File: config.mk
export PLATFORM = sky130hd
export DESIGN_NAME = alu_32b_pipe
export DESIGN_NICKNAME = d
export VERILOG_FILES = /design/src/rtl/alu_32b_pipe.sv
export SDC_FILE = /design/constraint.sdc
export NUM_CORES = 1
export LEC_CHECK = 0
export ABC_AREA = 1
export CAP_MARGIN = 20
export CORE_MARGIN = 2
export CORE_UTILIZATION = 30
export DETAILED_ROUTE_END_ITERATION = 10
export PLACE_DENSITY = 0.49
export SLEW_MARGIN = 10
export SYNTH_ARGS = -nofsm -noshare
export SYNTH_HDL_FRONTEND = slang
export SYNTH_SLANG_ARGS = --single-unit
File: constraint.sdc
create_clock -name clk -period 4.82 [get_ports clk]
set_input_delay 1.205 -clock clk [delete_from_list [all_inputs] [get_ports clk]]
set_output_delay 1.205 -clock clk [all_outputs]
set_load 0.03 [all_outputs]
File: src/rtl/alu_32b_pipe.sv
// alu_32b_pipe: two-stage pipelined ALU with valid/ready handshakes.
//
// Stage 1 registers the conditioned operands (x, y, cin) so that NOT, SUB
// and NEG reduce to plain logic or a single adder in stage 2. Stage 2
// registers the result and the Z/N/C/V flags.
//
// Ports:
//   clk, rst_n             clock (rising edge), asynchronous active-low reset
//   in_valid / in_ready    upstream handshake for a, b, op
//   a, b                   operands (WIDTH bits)
//   op                     000 NOT A, 001 AND, 010 OR, 011 XOR,
//                          100 ADD, 101 SUB (A-B), 110 PASS B, 111 NEG (-A)
//   out_valid / out_ready  downstream handshake for z and flags
//   z                      result
//   flag_z, flag_n         result is zero, result sign bit
//   flag_c, flag_v         carry out / signed overflow (ADD, SUB, NEG only)
module alu_32b_pipe #(
    parameter int unsigned WIDTH = 32
) (
    input  logic             clk,
    input  logic             rst_n,
    input  logic             in_valid,
    output logic             in_ready,
    input  logic [WIDTH-1:0] a,
    input  logic [WIDTH-1:0] b,
    input  logic [2:0]       op,
    output logic             out_valid,
    input  logic             out_ready,
    output logic [WIDTH-1:0] z,
    output logic             flag_z,
    output logic             flag_n,
    output logic             flag_c,
    output logic             flag_v
);

    typedef enum logic [2:0] {
        OP_NOT  = 3'b000,
        OP_AND  = 3'b001,
        OP_OR   = 3'b010,
        OP_XOR  = 3'b011,
        OP_ADD  = 3'b100,
        OP_SUB  = 3'b101,
        OP_PASS = 3'b110,
        OP_NEG  = 3'b111
    } op_e;

    // Stage 1 state
    logic             s1_valid;
    logic [WIDTH-1:0] s1_x;
    logic [WIDTH-1:0] s1_y;
    logic             s1_cin;
    op_e              s1_op;

    // Stage 2 state
    logic             s2_valid;

    // Pipeline advance conditions
    logic s2_adv;
    logic s1_adv;

    // Stage 1 operand conditioning
    logic [WIDTH-1:0] x_d;
    logic [WIDTH-1:0] y_d;
    logic             cin_d;

    // Stage 2 evaluation
    logic [WIDTH:0]   sum;
    logic [WIDTH-1:0] res_d;
    logic             c_d;
    logic             v_d;

    assign s2_adv    = !s2_valid || out_ready;
    assign s1_adv    = !s1_valid || s2_adv;
    assign in_ready  = s1_adv;
    assign out_valid = s2_valid;

    always_comb begin
        x_d   = a;
        y_d   = b;
        cin_d = 1'b0;
        unique case (op_e'(op))
            OP_NOT: x_d = ~a;
            OP_SUB: begin
                y_d   = ~b;
                cin_d = 1'b1;
            end
            OP_NEG: begin
                // -A computed as ~A + 0 + 1
                x_d   = ~a;
                y_d   = '0;
                cin_d = 1'b1;
            end
            default: ;
        endcase
    end

    always_ff @(posedge clk or negedge rst_n) begin
        if (!rst_n) begin
            s1_valid <= 1'b0;
            s1_x     <= '0;
            s1_y     <= '0;
            s1_cin   <= 1'b0;
            s1_op    <= OP_NOT;
        end else if (s1_adv) begin
            s1_valid <= in_valid;
            if (in_valid) begin
                s1_x   <= x_d;
                s1_y   <= y_d;
                s1_cin <= cin_d;
                s1_op  <= op_e'(op);
            end
        end
    end

    assign sum = {1'b0, s1_x} + {1'b0, s1_y} + {{WIDTH{1'b0}}, s1_cin};

    always_comb begin
        res_d = sum[WIDTH-1:0];
        c_d   = 1'b0;
        v_d   = 1'b0;
        unique case (s1_op)
            OP_NOT:  res_d = s1_x;
            OP_AND:  res_d = s1_x & s1_y;
            OP_OR:   res_d = s1_x | s1_y;
            OP_XOR:  res_d = s1_x ^ s1_y;
            OP_PASS: res_d = s1_y;
            OP_ADD, OP_SUB, OP_NEG: begin
                c_d = sum[WIDTH];
                // Overflow: addends share a sign that the sum does not
                v_d = (s1_x[WIDTH-1] == s1_y[WIDTH-1]) &&
                      (sum[WIDTH-1] != s1_x[WIDTH-1]);
            end
            default: ;
        endcase
    end

    // Result and flags load only when a valid op moves in; otherwise they
    // hold their last value while s2_valid drops.
    always_ff @(posedge clk or negedge rst_n) begin
        if (!rst_n) begin
            s2_valid <= 1'b0;
            z        <= '0;
            flag_z   <= 1'b0;
            flag_n   <= 1'b0;
            flag_c   <= 1'b0;
            flag_v   <= 1'b0;
        end else if (s2_adv) begin
            s2_valid <= s1_valid;
            if (s1_valid) begin
                z      <= res_d;
                flag_z <= (res_d == '0);
                flag_n <= res_d[WIDTH-1];
                flag_c <= c_d;
                flag_v <= v_d;
            end
        end
    end

endmodule

==> out/results.md <==
| Result | Reported | Unit |
|---|---|---|
| Highest net fanout along the worst path | 3 | - |
| Multi-input combinational cell area | 5050 | um^2 |
| Cell-by-cell listing of the critical path | clkdlybuf4s50_1 > inv_1 > nand3_1 > clkdlybuf4s50_1 | - |
| Hold path depth | 2 | - |
| Bufs on Longest Clock Path | 2 | - |
| Count of placed standard cells including taps | 1765 | - |
| H-tree depth | 3 | - |
| Antenna violations before repair | 0 | - |
| Startpoint kind of the worst setup timing path | input port | - |
| Setup_tns | 0 | ps |
| Commonest cells after routing, fill and taps aside | nand2_1 (370), inv_1 (205), nor2_1 (149) | - |
| Last weighted congestion value of the routability-driven placer | 0.946 | - |
| Setup skew after layout | 12.2 | ps |
| Number of vias per cell | 4.72 | - |
| Dominant delay contributor by cell family on the critical path | buffers and inverters | - |
| Fraction of the cycle the final worst path needs | 78.3 | % |
| Critical path start-end classification | in -> out | - |
| Most common cell type on the critical path | clkdlybuf4s50_1 | - |
| Final setup violation count | 0 | - |
| Final standard cell count with taps included and fillers excluded | 1780 | - |
| Fin. Hold Viols | 0 | - |
| Worst endpoint data arrival time | 2570 | ps |
| Source of the worst register-to-register timing path | s1_x[0] | - |
| Total congestion overflow after global routing | 0 | - |
| Effective utilization at floorplan | 30.3 | % |
| Unique masters post-synth | 39 | - |
| GRT Overall Usage | 19.6 | % |
| Worst Reg-to-Reg Cells | 19 | - |
| Largest net degree at the start of global routing | 90 | - |
| Count of standard-cell rows | 62 | - |
| Total Routed Length | 29100 | um |
| Clock period minus worst slack | 3770 | ps |
| Hold/Removal Path Class | reg -> reg | - |
| Post-DR wirelength/cell | 16.3 | um |
| Seq/Total Area, Yosys | 30.2 | % |
| Via count of the first global-routing pass | 7929 | - |
| Die Footprint | 30300 | um^2 |
| CTS root buffer | clkbuf_16 | - |
| Max VDD drop | 0.170 | mV |
| Count of buffer and inverter cells on the critical path | 3 | - |
| Number of DRC markers in iteration 0 | 672 | - |
| CTS clock-pin slew for the worst setup and hold paths | 70 | ps |
| Area of all sequential standard cells | 2630 | um^2 |
| Antenna violation net count after detailed routing | 0 | - |
| CP required | 3620 | ps |
| Highest achievable clock rate | 265 | MHz |
| Synth Net Count | 1450 | - |
| I/O pins | 109 | - |
| Number of buffers inserted to repair setup after CTS | 0 | - |
| Count of input and output buffers | 108 | - |
| Headroom to the max-slew limit | 36.6 | % |
| Chip Width | 174 | um |
| Clk sinks | 105 | - |
| Setup repair after global routing missed its margin | no | - |
| Via count | 8394 | - |
| Delay contributed by the slowest stage of the critical path | 700 | ps |
| TritonCTS clock tree | yes | - |
| Warnings from Yosys | 0 | - |
| Synthesized area per cell | 6.62 | um^2 |
| Power per unit of standard cell area | 456 | nW/um^2 |
| Worst hold path endpoint | z[21] | - |
| Flop and latch count out of synthesis | 105 | - |
| Max-slew violation total from the final report | 0 | - |
| Fill count | 3074 | - |
| Hold buffer count at CTS | 0 | - |
| Wire length of the first global-routing pass | 45800 | um |
| Status | finished clean | - |
| Slowest cell on crit path | clkdlybuf4s50_1 | - |
| Clock buffers created by TritonCTS | 9 | - |
| Count of cells resized by post-cts repair | 0 | - |
| Post-Syn Instances | 1313 | - |
| Post-synthesis to final-layout area growth | 19.6 | % |
| Max-cap violation count | 0 | - |
| Worst R2R Setup Slack | 1650 | ps |
| Startpoint of the worst hold path | z[21] | - |
| Least-Margin Pin Slew | 948 | ps |
| Leakage | 5.22 | nW |
| Die Y-Extent | 174 | um |
| Skew-Pair Late Insertion Delay | 380 | ps |
| Remaining DRCs | 0 | - |
| Fraction of final layout cells sized beyond drive strength 1 | 3.22 | % |
| Worst r2r dst | flag_z | - |
| Inserted Diodes | 0 | - |
| Element type at the critical path end | output pin | - |
| Post-DP HPWL | 22900 | um |
| Most common library cell in the layout ignoring fill and taps | nand2_1 | - |
| Netlist area before placement | 8690 | um^2 |
| Number of optimization iterations in the first detailed-route pass | 5 | - |
| Floorplan Core Area | 28600 | um^2 |
| Number of nets in the layout | 1529 | - |
## cell type report
class / count / area share [%]
clock buffer: 9 / 2.17
clock inverter: 6 / 0.578
multi-input combinational: 951 / 48.6
sequential: 105 / 25.3
inverter: 210 / 7.65
tap: 384 / 4.62
timing repair buffer: 115 / 11.1
## cell families after synthesis
logic type	synth area share [%]
AO/OA/AOI/OAI	16.3
buffers and inverters	11.8
XOR/XNOR	3.73
AND/OR/NAND/NOR	28.2
adder cells (fa/ha/maj)	9.68
flip-flops	30.2
## report_power, final
| group | internal (W) | total [W] | switching [W] |
|---|---|---|---|
| registers | 0.00112 | 0.00130 | 0.000183 |
| clock network | 0.000398 | 0.000761 | 0.000363 |
| logic | 0.000930 | 0.00268 | 0.00175 |
## metrics by stage
stage	setup WS, ps	utilization, %	hold WS [ps]	total power (W)	cell area (um^2)
4_1_cts	1040	36.3	490	0.00477	10400
3_3_place_gp	1070	35.3	467	0.00397	10100
2_1_floorplan	2090	-	473	0.00304	8690
6_report	1050	36.3	481	0.00474	10400
5_1_grt	951	36.3	513	0.00516	10400
3_5_place_dp	1040	35.3	473	0.00399	10100
## synth_stat cells (all sizes together)
cell type  instances  area share [%]
a211oi            41             3.5
a21oi             61             3.5
a221oi             1            0.10
a31oi             18             1.3
buf               21             1.5
clkbuf            26             1.1
clkinv             1           0.058
dfrtp            105              30
fa                 2            0.46
ha                64             9.2
inv              209             9.1
nand2            376              16
nand3             50             2.9
nand3b             1           0.086
nand4             11            0.79
nor2             155             6.9
nor3               6            0.35
nor4               6            0.72
o2111ai            1            0.10
o211ai             6            0.52
o21ai             74             4.3
o221ai             3            0.30
o22ai             36             2.6
o41ai              1            0.10
or3                1           0.072
xnor2              1            0.10
xor2              36             3.6
## state kept, by name, indices dropped and copies added, names as in the netlist
signal	count
z	32
flag_v	1
s1_valid	1
out_valid	1
s1_y	32
flag_z	1
s1_op	3
s1_x	32
s1_cin	1
flag_c	1
## worst reg2reg max path, delay by kind of cell, from the launching register on
family | cells | cell delay [ps]
flops | 1 | 490
fa+ha+maj | 2 | 780
compound gates | 1 | 280
buf+inv | 2 | 220
simple gates | 14 | 1340
## metal layers
| metal | routed length [um] | global-route usage (%) |
|---|---|---|
| met4 | 520 | 6.23 |
| met2 | 11400 | 27.1 |
| met5 | 0 | 0 |
| met1 | 15800 | 31.3 |
| met3 | 1360 | 1.84 |
## worst max path at each step
| stage | cells past startpoint | startpoint | slack, ps | endpoint |
|---|---|---|---|---|
| after floorplan | 2 | out_ready | 2090 | in_ready |
| after global placement | 4 | out_ready | 1070 | in_ready |
| after detailed placement | 4 | out_ready | 1040 | in_ready |
| after CTS | 4 | out_ready | 1040 | in_ready |
| after global routing | 4 | out_ready | 950 | in_ready |
| final | 4 | out_ready | 1050 | in_ready |
(Power assumes the default switching activity.)
